===== src/rtl/dac_spi_drv.sv =====
// dac_spi_drv: serialises a 10-bit sample into a 12-bit SPI frame for a serial DAC
//   whenever the sample changes, or periodically when refresh is enabled.
// Ports:
//   s_clk      - system clock; every register updates on its rising edge
//   s_rst_n    - asynchronous active-low reset
//   dac_data   - 10-bit sample; may change on any cycle
//   dac_cs_n   - DAC chip select, active low
//   dac_sclk   - serial clock; the DAC samples dac_din on its rising edge
//   dac_din    - serial data, MSB first, frame = {dac_data, 2'b00}
//   busy       - high from the latch cycle until the end of the inter-frame gap
//   frame_done - one-cycle pulse on the cycle dac_cs_n returns high
// Build option: define DAC_REFRESH_EN to re-send the current sample every
//   REFRESH_TM+1 cycles even when it has not changed.
module dac_spi_drv #(
  parameter int SCLK_HALF  = 5,
  parameter int GAP_TM     = 10,
  parameter int REFRESH_TM = 999_999
) (
  input  logic       s_clk,
  input  logic       s_rst_n,
  input  logic [9:0] dac_data,
  output logic       dac_cs_n,
  output logic       dac_sclk,
  output logic       dac_din,
  output logic       busy,
  output logic       frame_done
);
  localparam int HW = $clog2(SCLK_HALF);
  localparam int GW = $clog2(GAP_TM + 2);
  localparam logic [HW-1:0] H_LD  = HW'(SCLK_HALF - 1);
  localparam logic [GW-1:0] G_END = GW'(GAP_TM);
  typedef enum logic [2:0] {IDLE, SETUP, SHIFT, HOLD, GAP} state_t;
  state_t        r_state;
  logic [HW-1:0] r_hcnt;
  logic [3:0]    r_bcnt;
  logic [GW-1:0] r_gcnt;
  logic [11:0]   r_shift;
  logic [9:0]    r_prev;
  logic          r_pend;
  logic          w_latch;
  logic          w_change;
  logic          w_refresh;
  assign w_latch  = (r_state == IDLE) && r_pend;
  assign w_change = dac_data != r_prev;
  // The shift register MSB is the serial output, so the sample is never resampled mid-frame.
  assign dac_din  = r_shift[11];
`ifdef DAC_REFRESH_EN
  localparam int RW = $clog2(REFRESH_TM + 2);
  localparam logic [RW-1:0] R_END = RW'(REFRESH_TM);
  logic [RW-1:0] r_ref;
  assign w_refresh = r_ref == R_END;
  always_ff @(posedge s_clk or negedge s_rst_n)
    if (!s_rst_n) r_ref <= '0;
    else          r_ref <= w_refresh ? '0 : r_ref + 1'b1;
`else
  // Always false: refresh is not built in.
  assign w_refresh = REFRESH_TM < 0;
`endif
  // A change coinciding with the latch is absorbed: the latch takes the current value.
  always_ff @(posedge s_clk or negedge s_rst_n)
    if (!s_rst_n) begin
      r_prev <= '0;
      r_pend <= 1'b1;
    end else begin
      r_prev <= dac_data;
      r_pend <= !w_latch && (r_pend || w_change || w_refresh);
    end
  always_ff @(posedge s_clk or negedge s_rst_n)
    if (!s_rst_n) begin
      r_state    <= IDLE;
      r_hcnt     <= '0;
      r_bcnt     <= '0;
      r_gcnt     <= '0;
      r_shift    <= '0;
      dac_cs_n   <= 1'b1;
      dac_sclk   <= 1'b0;
      busy       <= 1'b0;
      frame_done <= 1'b0;
    end else begin
      frame_done <= 1'b0;
      case (r_state)
        IDLE: if (r_pend) begin
          r_shift  <= {dac_data, 2'b00};
          r_hcnt   <= H_LD;
          r_bcnt   <= '0;
          busy     <= 1'b1;
          dac_cs_n <= 1'b0;
          r_state  <= SETUP;
        end
        SETUP: if (r_hcnt == '0) begin
          r_hcnt  <= H_LD;
          r_state <= SHIFT;
        end else r_hcnt <= r_hcnt - 1'b1;
        // Each half-period ends by toggling sclk; data advances only on the falling toggle.
        SHIFT: if (r_hcnt != '0) r_hcnt <= r_hcnt - 1'b1;
        else begin
          r_hcnt   <= H_LD;
          dac_sclk <= !dac_sclk;
          if (dac_sclk) begin
            if (r_bcnt == 4'd11) r_state <= HOLD;
            else begin
              r_bcnt  <= r_bcnt + 1'b1;
              r_shift <= {r_shift[10:0], 1'b0};
            end
          end
        end
        HOLD: if (r_hcnt == '0) begin
          dac_cs_n   <= 1'b1;
          frame_done <= 1'b1;
          r_bcnt     <= '0;
          r_gcnt     <= '0;
          r_state    <= GAP;
        end else r_hcnt <= r_hcnt - 1'b1;
        GAP: if (r_gcnt == G_END) begin
          busy    <= 1'b0;
          r_state <= IDLE;
        end else r_gcnt <= r_gcnt + 1'b1;
        default: r_state <= IDLE;
      endcase
    end
endmodule


===== config.mk =====
export PLATFORM = sky130hd
export DESIGN_NAME = dac_spi_drv
export DESIGN_NICKNAME = d
export VERILOG_FILES = /design/src/rtl/dac_spi_drv.sv
export SDC_FILE = /design/constraint.sdc
export NUM_CORES = 1
export LEC_CHECK = 0
export ABC_AREA = 1
export BUFFER_PORTS_ARGS = -buffer_cell sky130_fd_sc_hd__buf_2
export CAP_MARGIN = 20
export CORE_ASPECT_RATIO = 0.6
export CORE_UTILIZATION = 50
export DETAILED_ROUTE_END_ITERATION = 16
export PLACE_DENSITY = 0.76
export SETUP_SLACK_MARGIN = 0.02
export SLEW_MARGIN = 20
export SYNTH_ARGS = -nofsm -noshare
export SYNTH_HDL_FRONTEND = slang
export SYNTH_SLANG_ARGS = --single-unit

===== constraint.sdc =====
create_clock -name s_clk -period 1.92 [get_ports s_clk]
set_clock_uncertainty 0.1 [all_clocks]
set_input_delay 0.384 -clock s_clk [delete_from_list [all_inputs] [get_ports s_clk]]
set_output_delay 0.384 -clock s_clk [all_outputs]
set_load 0.02 [all_outputs]

* Word level (Yosys, flattened, before mapping)
Index checks and enable logic that the tools add are counted.
Cells by class: reduce and logical (&&, ||, !) cells 22, bitwise operators 1, multiplexer cells 34, add/subtract/negate cells 3, eq/ne operators 17
Operators by type and width (number):
- $mux 12 | 4
- $mux 3 | 11
- $mux 4 | 6
- $pmux 12 s2 | 1
- $ne 2x2->1 const B | 10
- $pmux 3 s5 | 1
- $pmux 3 s4 | 1
- $pmux 4 s3 | 1
- $reduce_and 3->1 | 4
- $ne 10x10->1 | 1
- $add 4x1->4 const B | 2
- $eq 4x4->1 const B | 2
- $pmux 4 s2 | 1
- $reduce_bool 2->1 | 4
- $reduce_and 7->1 | 1
- $eq 3x2->1 const B | 2
- $logic_not 3->1 | 2
- $mux 1 | 6
- $reduce_and 6->1 | 1
- $reduce_bool 3->1 | 2
- $reduce_and 5->1 | 1
- $pmux 1 s2 | 2
- $reduce_bool 4->1 | 1
- $eq 3x1->1 const B | 1
- other kinds (7) | 9
Storage, ports and cells: input port bits 12, output and inout port bits 5, logic and storage cells 88, register bits 41

* Depth between registers and ports, before layout
Gate-level depths: netlist of run 1.
word-level depth 5, depth in mapped cells 10, mapped depth without buffers 9

* Worst setup path after synthesis of run 1
Ideal clock, no wire load.
path type reg2reg, from register r_hcnt[0], to register r_bcnt[2], arrival 1.328 ns, required time 1.703 ns, setup time 0.117 ns, path buffers 0, period minus slack after synthesis 1.544 ns, stages on the path, launching flop included 10, path slack 0.376 ns, path through dfrtp_1 > inv_1 > ha_1 > nand2_2 > nor2_2 > nor2_8 > nor2_4 > nand2_2 > nand2_1 > nand2_1
On the way: cells in the longest elaborated chain, start to end 3, elaborated cells between the ends (all ways) 5, classes of those cells eq/ne: 2; reduce/logical: 3
RTL lines:
- start: declaration | line 34 | logic [HW-1:0] r_hcnt;
- start signal: assignment | line 93 | end else r_hcnt <= r_hcnt - 1'b1;
- start signal: assignment | line 95 | SHIFT: if (r_hcnt != '0) r_hcnt <= r_hcnt - 1'b1;
- start signal: assignment | line 113 | end else r_hcnt <= r_hcnt - 1'b1;
- $logic_not 3->1 / $reduce_bool 3->1 (equally long branches) | line 107, 95
- $ne 2x2->1 (no source line)
- $reduce_and 6->1 (no source line) *
- end signal: assignment | line 102 | r_bcnt <= r_bcnt + 1'b1;
- end: declaration | line 35 | logic [3:0] r_bcnt;
Every way passes the cells marked *; elsewhere a longest branch is shown, timed or not. A chain may end at the register's enable or synchronous reset.

* Worst setup path after layout of run 1
from register r_hcnt[0], to register r_bcnt[0]
The elaborated chain is that of the path after synthesis.

==> reports/metrics.sh, run 1 <==
NUMBER_OF_BUFFERS_CREATED_BY_CTS=5
SETUP_TNS_NS=0
MIN_TO='r_prev[6]'
LAYOUT_COMMONEST_CELL='sky130_fd_sc_hd__nand2_1'
PORT_BUFFERS=16
SYNTHESIS.AREA_PER_INSTANCE_SQ_UM=8.123
REQUIRED_NS=1.99
ANTENNADIODECOUNT=0
FIN_CRIT_SH=0.8961
CELLPOWERDENSITY_nW_PER_UM2=604.7
CRIT_PATH_MAX_FANOUT=8
PLACE_WORST_SETUP_SLACK_NS=0.2284
POSTCTSSETUPREPAIRBUFS=0
CP.ARRIVAL_NS=1.79
POWER_REPORT.INTERNAL_TOTAL_mW=1.110
WORST_SETUP_HOLD_PATH_CLK_SLEW_NS=0.07
FINALWEIGHTEDCONGESTION=0.8451
MOST-COMMON-LAYOUT-CELLS='sky130_fd_sc_hd__nand2_1, sky130_fd_sc_hd__dfrtp_1, sky130_fd_sc_hd__inv_1, sky130_fd_sc_hd__nand3_1, sky130_fd_sc_hd__nor2_1'
WL_MM=4.080
DRIVE_GT1_FRAC=0.2148
SYN_INST=262
TIGHTEST_SLEW_NS=0.4631
POWER.SEQUENTIAL.FRACTION=0.595
RR_STARTPOINT='r_hcnt[0]'
GRT-OVFL-TOTAL=0
POSTROUTEANTENNANETS=0
ANTENNA_VIOLATIONS_BEFORE_REPAIR=0
SYNTH-SEQ-CELLS=39
ROUTE.DETAILED.VIAS_PER_INST=4.874
TRITONCTS='done'
TOTAL_SWITCHING_POWER_mW=0.3151
NUMBER_OF_SINKS_ON_THE_CLOCK_NET=39
START_UTIL=0.5498
CRITICAL_PATH_CELL_COUNT=9
GRT_SETUP_UNREPAIRED='no'
R2R_CELLS=9
FINAL_NETS=302
WORST_SKEW_PAIR.LATE_LATENCY_NS=0.29
REG2REG_SLACK_NS=0.20
IR_DROP_uV=339.3
SYNTH-MAIN-FF-CELL='sky130_fd_sc_hd__dfrtp_1'
FIN_AREA_SQ_UM=2357
YS_ASYNC_SR_FRACTION=1.000
POSTPLACECELLAREA_SQ_UM=2275
HTREE_NUM_LEVELS=2
HOLD_SLACK_FINAL_NS=0.1218
COMB_POWER_SHARE=0.056
NETLIST-CELL-TYPE-COUNT=24
SYNTH-WARNING-COUNT=0
MIN_DELAY_PATH_DEPTH=1
TIMING.MAX_SLEW.REL_SLACK=0.6913
LAYOUTNONFILLERINSTCOUNT=341
POWER.TOTAL_mW=1.425
CORE-AREA_SQ_UM=3871
WORST_HOLD_CHECK_PATH_TYPE='in -> reg'
REPORT.FINAL.SLEW_VIOL_COUNT=0
NUMBER_OF_GLOBAL_ROUTE_VIAS_BEFORE_REPAIR=1460
TIMING.CRITICAL_PATH.SLOWEST_STAGE_CELL='sky130_fd_sc_hd__dfrtp_1'
DRT-WIRELENGTH-PER-CELL_MICRONS=11.96
PATH_BUF_INV=1
FLOORPLAN.IO_PINS=17
DIE_AR_SQ_UM=4530
AREA_GROWTH_SYN_TO_LAYOUT_PCT=10.76
GRT_PASS1_WL_MM=6.982
REMAINING_DRC_ERRORS=0
LEAKAGE_nW=1.235
WORST_SETUP_PATH_START_KIND='flip-flop'
PATH_CELLS='inv_1, ha_1, nand2_2, nor2_2, nor2_8, nor2_4, nand2_2, nand2_1, nand2_1'
RUN_STATUS='finished clean'
DIE_HEIGHT_MICRONS=52.54
ITERATION_0_DRC_COUNT_OF_THE_DETAILED_ROUTER=110
MAX_STAGE_DELAY_NS=0.36
KIND_OF_CAPTURE_POINT_OF_THE_WORST_SETUP_PATH='flip-flop'
TIMING.SETUP.CRITICAL_PATH_CLASS='reg -> reg'
SEQ_AREA_FRAC_SYNTH=0.4597
CTS_MAX_PATH_BUFFERS=2
PLACEDCELLCOUNT=334
GROUTE.USAGE.OVERALL=0.2110
FINAL_CORE_UTIL=0.6089
CLOCKROOTBUFFER='sky130_fd_sc_hd__clkbuf_8'
ROW_COUNT=17
GRT_MAX_DEGREE=20
HOLD_START='dac_data[6]'
CRITICAL-PATH-TOP-DELAY-FAMILY='simple AND/OR/NAND/NOR gates'
TIMING.FMAX_GHz=0.5812
DRTPASS1ITERATIONS=4
CAP_VIOLATIONS=0
FINALHOLDVIOLCOUNT=0
DIE-WIDTH_MICRONS=86.23
FINALSETUPVIOLATIONS=0
SHARE_CLK_OF_TOTAL_POWER=0.349
MAPPEDNETLISTAREA_SQ_UM=2128
TIMING.FINAL.WS_SETUP_NS=0.1995
VIA_COUNT=1662
SYNTH_ENABLE_FLOP_CELLS=0
FINAL.MIN_CLOCK_PERIOD_NS=1.720
NET_SWITCHING_FRACTION_OF_THE_POWER=0.2211
SYNTH_NETS=279
REGTOREGENDPOINT='r_bcnt[0]'
POST-DP-HPWL_MM=3.172
==> state kept, by name (all words and copies together) (netlist names) <==
signal	count
r_pend	1
dac_cs_n	1
r_gcnt	4
r_state	3
r_hcnt	3
busy	1
r_shift	10
frame_done	1
dac_sclk	1
r_bcnt	4
r_prev	10
==> power by group through the flow <==
stage	combinational [mW]	clock [mW]	sequential (mW)
2_1_floorplan	0.0330	0	0.863
3_3_place_gp	0.0783	0	0.863
3_5_place_dp	0.0802	0	0.863
4_1_cts	0.0818	0.516	0.848
5_1_grt	0.0926	0.549	0.849
6_report	0.0795	0.498	0.848
==> routing by layer <==
| metal | wire [microns] | track usage | part of all wire | up-vias |
|---|---|---|---|---|
| li1 | - | - | - | 866 |
| met1 | 2230 | 0.3307 | 0.55 | 751 |
| met2 | 1522 | 0.2672 | 0.37 | 43 |
| met3 | 315 | 0.06457 | 0.077 | 2 |
| met4 | 11 | 0.06389 | 0.0027 | 0 |
| met5 | 0 | 0 | 0 | - |
==> worst register-to-register path, delay by kind of cell (launching register included) <==
family | cells | cell delay, ns
AND/OR/NAND/NOR | 7 | 0.87
flip-flops | 1 | 0.36
buffers and inverters | 1 | 0.11
adder cells (fa/ha/maj) | 1 | 0.17
==> synth_stat cells (3+ instances only) <==
library cell | count | area [sq um]
sky130_fd_sc_hd__dfrtp_1 | 37 | 925.9
sky130_fd_sc_hd__inv_1 | 24 | 90.09
sky130_fd_sc_hd__nor2_4 | 5 | 56.30
sky130_fd_sc_hd__nand2_2 | 13 | 81.33
sky130_fd_sc_hd__ha_1 | 5 | 62.56
sky130_fd_sc_hd__nand2_1 | 81 | 304.0
sky130_fd_sc_hd__o21ai_0 | 13 | 65.06
sky130_fd_sc_hd__nor2_8 | 3 | 60.06
sky130_fd_sc_hd__buf_4 | 3 | 22.52
sky130_fd_sc_hd__inv_2 | 8 | 30.03
sky130_fd_sc_hd__o21ai_1 | 7 | 35.03
sky130_fd_sc_hd__xor2_1 | 3 | 26.28
sky130_fd_sc_hd__nor2_1 | 18 | 67.56
sky130_fd_sc_hd__nand3b_1 | 3 | 22.52
sky130_fd_sc_hd__nand3_1 | 24 | 120.1
==> worst max-delay path by stage <==
stage	start	endpoint	slack (ns)
global placement	r_hcnt[0]	r_bcnt[2]	0.28
floorplan	r_hcnt[0]	r_bcnt[2]	0.38
finish	r_hcnt[0]	r_bcnt[0]	0.20
detailed placement	r_hcnt[0]	r_bcnt[0]	0.23
CTS	r_hcnt[0]	r_bcnt[0]	0.21
global route	r_hcnt[0]	r_bcnt[0]	0.04
==> cell type report <==
type,instances,area [sq um]
multi-input cells,187,1002
inverters,32,120.1
well taps,57,71.32
clock buffers,6,72.57
flip-flops and latches,39,978.4
fillers,346,1514
repair buffers,20,112.6
==> kinds of logic (layout without fill, tap and decap cells) <==
| family | after synthesis | after routing | synth area share |
|---|---|---|---|
| xor gates and xnor gates | 5 | 5 | 0.02058 |
| and+or+nand+nor | 155 | 155 | 0.3692 |
| buffers and inverters | 36 | 58 | 0.06937 |
| DFF | 39 | 39 | 0.4597 |
| AOI/OAI and AO/OA | 22 | 22 | 0.05173 |
| adders and majority gates | 5 | 5 | 0.02939 |
==> repair_timing <==
action / 4_1_cts / 5_1_grt
hold buffers: 1 / 0
resized for setup: 0 / 0
hold endpoints to repair: 15 / 0
Note: power is estimated with default switching activity, not from simulation.
==> inputs of run 2 (changes only) <==
- PLACE_DENSITY: 0.76 -> 0.68
==> run 2 against run 1 <==
Effect of this change: cell count increased by 0.29%; largest power group unchanged; die area unchanged; register-to-register slack lost 0.02 ns; worst hold slack lost 0.021 ns; critical path type unchanged; via count is 2.2% lower; sequential share of layout area is 0.86 points lower; routed wire length is 0.61% higher; critical endpoint is now r_bcnt[2]; setup slack worse by 0.015 ns; clock power up 42%; combinational power up 3.1%; core utilization up 1.3 points; design area up 2.1%.
==> reports/metrics.sh, run 2 (synthesized netlist as in run 1, its figures left out) <==
REQUIRED_NS=2.00  # about the same
POSTCTSRESIZEDCELLS=0  # unchanged
TIMING.FMAX_GHz=0.5762  # -0.87%
WL_MM=4.105  # +0.61%
FINAL.MIN_CLOCK_PERIOD_NS=1.736  # +0.01507 ns
REG_TOP3='r_prev (10), r_shift (10)'
POWER_REPORT.INTERNAL_TOTAL_mW=1.290  # +16%
ANTENNADIODECOUNT=0  # unchanged
CTS_MAX_PATH_BUFFERS=2  # unchanged
FILLERINSTANCES=347  # +0.29%
TIMING.MAX_SLEW.REL_SLACK=0.6873  # -0.004029
GRT-OVFL-TOTAL=0  # unchanged
LAYOUTNONFILLERINSTCOUNT=342  # +0.29%
WORST_SETUP_PATH_START_KIND='flip-flop'
DRIVE_GT1_FRAC=0.2211  # +0.006264
LEAKAGE_nW=1.259  # +1.9%
NUMBER_OF_BUFFERS_CREATED_BY_CTS=5  # unchanged
NUMBER_OF_SINKS_ON_THE_CLOCK_NET=39  # unchanged
POWER.SEQUENTIAL.FRACTION=0.518  # -0.077
PLACEDCELLCOUNT=333  # -0.30%
DIE-WIDTH_MICRONS=86.23  # unchanged
POSTPLACECELLAREA_SQ_UM=2280  # +0.22%
ROUTE.DETAILED.VIAS_PER_INST=4.751  # -2.5%
CAP_VIOLATIONS=0  # unchanged
POST-DP-HPWL_MM=3.103  # -2.2%
FINALWEIGHTEDCONGESTION=0.8344  # -1.3%
DRT-WIRELENGTH-PER-CELL_MICRONS=12.00  # +0.32%
GRT_MAX_DEGREE=40  # +100%
CORE-AREA_SQ_UM=3871  # unchanged
DRTPASS1ITERATIONS=4  # unchanged
NUMBER_OF_GLOBAL_ROUTE_VIAS_BEFORE_REPAIR=1460  # unchanged
FINAL_NETS=301  # -0.33%
FINALSETUPVIOLATIONS=0  # unchanged
START_UTIL=0.5498  # unchanged
COMB_POWER_SHARE=0.050  # -0.006
FIN_CRIT_SH=0.9039  # +0.007851
FINAL_CORE_UTIL=0.6218  # +0.01293
ROW_COUNT=17  # unchanged
SETUP_TNS_NS=0  # unchanged
DIE_HEIGHT_MICRONS=52.54  # unchanged
FINALHOLDVIOLCOUNT=0  # unchanged
CLOCKROOTBUFFER='sky130_fd_sc_hd__clkbuf_8'
REMAINING_DRC_ERRORS=0  # unchanged
REPORT.FINAL.SLEW_VIOL_COUNT=0  # unchanged
LAYOUT_COMMONEST_CELL='sky130_fd_sc_hd__nand2_1'
TRITONCTS='done'
RUN_STATUS='finished clean'
CP.ARRIVAL_NS=1.82  # +0.03 ns
CELLPOWERDENSITY_nW_PER_UM2=680.5  # +13%
GRT_SETUP_UNREPAIRED='no'
CRIT_PATH_MAX_FANOUT=8  # unchanged
MULTI_INPUT_AREA_SQ_UM=1002  # unchanged
IR_DROP_uV=430.6  # +27%
SHARE_CLK_OF_TOTAL_POWER=0.432  # +0.083
POWER.TOTAL_mW=1.638  # +15%
POSTROUTEANTENNANETS=0  # unchanged
ITERATION_0_DRC_COUNT_OF_THE_DETAILED_ROUTER=90  # -18%
HTREE_NUM_LEVELS=2  # unchanged
AREA_GROWTH_SYN_TO_LAYOUT_PCT=13.11
MOST-COMMON-LAYOUT-CELLS='sky130_fd_sc_hd__nand2_1, sky130_fd_sc_hd__dfrtp_1, sky130_fd_sc_hd__inv_1, sky130_fd_sc_hd__nand3_1, sky130_fd_sc_hd__nor2_1'
WORST_HOLD_CHECK_PATH_TYPE='in -> reg'
TIMING.SETUP.CRITICAL_PATH_CLASS='reg -> reg'
WORST_SKEW_PAIR.LATE_LATENCY_NS=0.29  # about the same
GROUTE.USAGE.OVERALL=0.2179  # +0.006902
PORT_BUFFERS=16  # unchanged
ANTENNA_VIOLATIONS_BEFORE_REPAIR=0  # unchanged
TIGHTEST_SLEW_NS=0.4691  # +0.006043 ns
WORST_SETUP_HOLD_PATH_CLK_SLEW_NS=0.08  # about the same
FIN_AREA_SQ_UM=2407  # +2.1%
NET_SWITCHING_FRACTION_OF_THE_POWER=0.2127  # -0.008372
DIE_AR_SQ_UM=4530  # unchanged
TOTAL_SWITCHING_POWER_mW=0.3485  # +11%
GRT_PASS1_WL_MM=7.058  # +1.1%
SEQCELLAREA_SQ_UM=978.4  # unchanged
VIA_COUNT=1625  # -2.2%
FLOORPLAN.IO_PINS=17  # unchanged
KIND_OF_CAPTURE_POINT_OF_THE_WORST_SETUP_PATH='flip-flop'
-- run 2: cell types whose count changed in the layout (fill, tap and decap cells not counted), sizes merged --
cell,before,now
buf,19,18
bufinv,0,1
clkinv,0,1
-- run 2: metal layers --
metal / GRT usage / vias to the layer above / share of wire
met5: 0 / - / 0
met4: 0.1000 / 0 / 0.0051
met3: 0.05197 / 2 / 0.033
met2: 0.2712 / 29 / 0.38
met1: 0.3431 / 729 / 0.59
li1: - / 865 / -
-- run 2: what timing repair did --
action,CTS,global route
hold buffers,1,0
buffers inserted,0,0
hold endpoints to repair,37,0
-- run 2: worst paths after layout --
path                        startpoint   endpoint  slack, ns  cells past startpoint
max reg2reg                  r_hcnt[0]  r_bcnt[2]       0.18                      9
min in group asynchronous      s_rst_n  r_hcnt[2]       0.49                      3
max in group asynchronous      s_rst_n   dac_cs_n       0.97                      3
max                          r_hcnt[0]  r_bcnt[2]       0.18                      9
min                        dac_data[5]  r_prev[5]       0.10                      1
min reg2reg                  r_gcnt[3]  r_gcnt[3]       0.37                      1
-- run 2: cell type report --
| class | count | share of cell area |
|---|---|---|
| Inverter | 32 | 0.04990 |
| Multi-Input combinational cell | 187 | 0.4163 |
| Clock inverter | 2 | 0.01455 |
| Timing Repair Buffer | 19 | 0.04886 |
| Tap cell | 57 | 0.02963 |
| Clock buffer | 6 | 0.03430 |
| Sequential cell | 39 | 0.4064 |
-- run 2: critical path, stage by stage (launching register included) --
cell and delay (ns):
sky130_fd_sc_hd__dfrtp_1 0.37, sky130_fd_sc_hd__inv_1 0.12, sky130_fd_sc_hd__ha_1 0.17, sky130_fd_sc_hd__nand2_2 0.13, sky130_fd_sc_hd__nor2_2 0.23, sky130_fd_sc_hd__nor2_8 0.07, sky130_fd_sc_hd__nor2_4 0.21, sky130_fd_sc_hd__nand2_2 0.10
sky130_fd_sc_hd__nand2_1 0.07, sky130_fd_sc_hd__nand2_1 0.05
-- run 2: power groups by stage --
stage	clock network (mW)	logic, mW	registers [mW]
detailed placement	0	0.0816	0.864
global placement	0	0.0805	0.863
floorplan	0	0.0330	0.863
finish	0.708	0.0820	0.848
CTS	0.729	0.0833	0.848
global route	0.763	0.0958	0.850
-- run 2: through the flow --
step / worst slack, ns / hold WS (ns)
finish: 0.1845 / 0.1010
global route: 0.08237 / 0.09462
CTS: 0.1922 / 0.09057
detailed placement: 0.2135 / 0.2732
global placement: 0.2796 / 0.2687
floorplan: 0.3755 / -0.01159
==> inputs of run 3 (changes only) <==
- CELL_PAD_IN_SITES_DETAIL_PLACEMENT: not set -> 1
- CELL_PAD_IN_SITES_GLOBAL_PLACEMENT: not set -> 1
- CORE_UTILIZATION: 50 -> 25
- PLACE_DENSITY: 0.68 -> not set
- PLACE_DENSITY_LB_ADDON: not set -> 0.1
==> run 3 against run 2 <==
Effect of this change: design area rose by 4.3%; maximum frequency rose by 0.41%; global-route usage fell by 8.6 points; sequential share of layout area fell by 1.7 points; flip-flop and latch count did not move; critical path depth did not move; setup slack improved by 0.0071 ns.
==> reports/metrics.sh, run 3 (synthesized netlist as in run 1, its figures left out) <==
CRITICAL_PATH_CELL_COUNT=9  # unchanged
REPORT.FINAL.SLEW_VIOL_COUNT=0  # unchanged
CP.ARRIVAL_NS=1.80  # -0.02 ns
FINAL.MIN_CLOCK_PERIOD_NS=1.728  # -0.007093 ns
ITERATION_0_DRC_COUNT_OF_THE_DETAILED_ROUTER=70  # -22%
GRT_SETUP_UNREPAIRED='no'
FILLERINSTANCES=987  # +180%
FINAL_NETS=301  # unchanged
DIE_HEIGHT_MICRONS=73.47  # +40%
DRIVE_GT1_FRAC=0.2175  # -0.003509
GRT_MAX_DEGREE=40  # unchanged
RUN_STATUS='finished clean'
LAYOUT_COMMONEST_CELL='sky130_fd_sc_hd__nand2_1'
WL_MM=5.093  # +24%
REGTOREGENDPOINT='r_shift[10]'
CAP_VIOLATIONS=0  # unchanged
LEAKAGE_nW=1.276  # +1.4%
MOST-COMMON-LAYOUT-CELLS='sky130_fd_sc_hd__nand2_1, sky130_fd_sc_hd__dfrtp_1, sky130_fd_sc_hd__inv_1, sky130_fd_sc_hd__nand3_1, sky130_fd_sc_hd__nor2_1'
CTS_MAX_PATH_BUFFERS=2  # unchanged
POSTROUTEANTENNANETS=0  # unchanged
AREA_GROWTH_SYN_TO_LAYOUT_PCT=17.93
DIE-WIDTH_MICRONS=121.1  # +40%
PATH_BUF_INV=1  # unchanged
CTS_HOLD_BUFFERS=1  # unchanged
TIGHTEST_SLEW_NS=0.4590  # -0.01011 ns
DRTPASS1ITERATIONS=4  # unchanged
START_UTIL=0.2637  # -0.2861
POST-DP-HPWL_MM=3.862  # +24%
TRITONCTS='done'
WORST_SKEW_PAIR.LATE_LATENCY_NS=0.28  # about the same
DRT-WIRELENGTH-PER-CELL_MICRONS=12.96  # +8.0%
WORST_HOLD_CHECK_PATH_TYPE='in -> reg'
HTREE_NUM_LEVELS=2  # unchanged
CELLPOWERDENSITY_nW_PER_UM2=723.2  # +6.3%
MAX_STAGE_DELAY_NS=0.36  # about the same
NUMBER_OF_SINKS_ON_THE_CLOCK_NET=39  # unchanged
PORT_BUFFERS=16  # unchanged
POSTCTSSETUPREPAIRBUFS=0  # unchanged
NUMBER_OF_BUFFERS_CREATED_BY_CTS=5  # unchanged
GROUTE.USAGE.OVERALL=0.1320  # -0.08588
FINALWEIGHTEDCONGESTION=0.7316  # -12%
CRIT_PATH_MAX_FANOUT=10  # +2
CORE-AREA_SQ_UM=8070  # +110%
R2R_CELLS=9  # unchanged
CRITICAL-PATH-TOP-DELAY-FAMILY='simple AND/OR/NAND/NOR gates'
MIN_DELAY_PATH_DEPTH=1  # unchanged
CLOCKROOTBUFFER='sky130_fd_sc_hd__clkbuf_16'
REQUIRED_NS=1.99  # about the same
FINALSETUPVIOLATIONS=0  # unchanged
REG2REG_SLACK_NS=0.19  # about the same
WORST_SETUP_PATH_START_KIND='flip-flop'
SETUP.WORST_PATH.END='r_shift[10]'
RR_STARTPOINT='r_hcnt[0]'
KIND_OF_CAPTURE_POINT_OF_THE_WORST_SETUP_PATH='flip-flop'
TIMING.MAX_SLEW.REL_SLACK=0.6940  # +0.006742
GRT-OVFL-TOTAL=0  # unchanged
TIMING.SETUP.CRITICAL_PATH_CLASS='reg -> reg'
GRT_PASS1_WL_MM=8.652  # +23%
ROUTE.DETAILED.VIAS_PER_INST=4.242  # -11%
IR_DROP_uV=278.9  # -35%
REMAINING_DRC_ERRORS=0  # unchanged
ANTENNA_VIOLATIONS_BEFORE_REPAIR=0  # unchanged
TIMING.FMAX_GHz=0.5786  # +0.41%
FLOORPLAN.IO_PINS=17  # unchanged
POSTCTSRESIZEDCELLS=0  # unchanged
WORST_SETUP_SP='r_hcnt[0]'
REG_TOP3='r_prev (10), r_shift (10)'
HOLD_SLACK_FINAL_NS=0.1184  # +0.01734 ns
WORST_SETUP_HOLD_PATH_CLK_SLEW_NS=0.06  # -0.02 ns
NUMBER_OF_GLOBAL_ROUTE_VIAS_BEFORE_REPAIR=1684  # +15%
VIA_COUNT=1667  # +2.6%
FIN_CRIT_SH=0.9002  # -0.003694
ANTENNADIODECOUNT=0  # unchanged
PATH_CELLS='inv_1, ha_1, nand2_2, nor2_2, nor2_8, nor2_8, nand2_8, nand2_1, nand2_1'
TIMING.CRITICAL_PATH.SLOWEST_STAGE_CELL='sky130_fd_sc_hd__dfrtp_1'
SETUP_TNS_NS=0  # unchanged
HOLD_START='dac_data[6]'
ROW_COUNT=25  # +8
FINALHOLDVIOLCOUNT=0  # unchanged
DIE_AR_SQ_UM=8898  # +96%
[run 3: worst min-delay path by stage]
stage	endpoint	slack (ns)
floorplan	busy	-0.01
detailed placement	r_bcnt[1]	0.28
CTS	r_prev[6]	0.11
finish	r_prev[6]	0.12
global placement	r_bcnt[1]	0.28
global route	r_prev[6]	0.10
[run 3: layout make-up]
cell class / instances / area (sq um) / share of cell area
multi-input combinational: 187 / 1002 / 0.3993
sequential: 39 / 978.4 / 0.3898
clock buffer: 8 / 156.4 / 0.06231
tap: 108 / 135.1 / 0.05384
inverter: 32 / 120.1 / 0.04786
timing repair buffer: 19 / 117.6 / 0.04686
[run 3: where the power goes]
part / total, mW / internal, mW / switching [mW]
clock network: 0.880 / 0.553 / 0.326
logic: 0.0863 / 0.0311 / 0.0552
registers: 0.849 / 0.840 / 0.00954
[run 3: stage by stage]
step           area [sq um]  power [mW]  utilization  std cells  setup WS (ns)
2_1_floorplan          2128      0.8963            -        262         0.3755
3_3_place_gp           2344      0.9506       0.2904        384         0.2097
3_5_place_dp           2344      0.9516       0.2904        384         0.1742
4_1_cts                2510       1.857       0.3110        393         0.1617
5_1_grt                2510       1.905       0.3110        393        0.05192
6_report               2510       1.815       0.3110        393         0.1916
[run 3: metal layers]
metal  part of all wire  up-vias  global-route usage
met2               0.36       17              0.1657
met5                  0        -                   0
met3              0.035        8             0.03960
met4              0.014        0             0.04938
li1                   -      859                   -
met1               0.59      783              0.2037
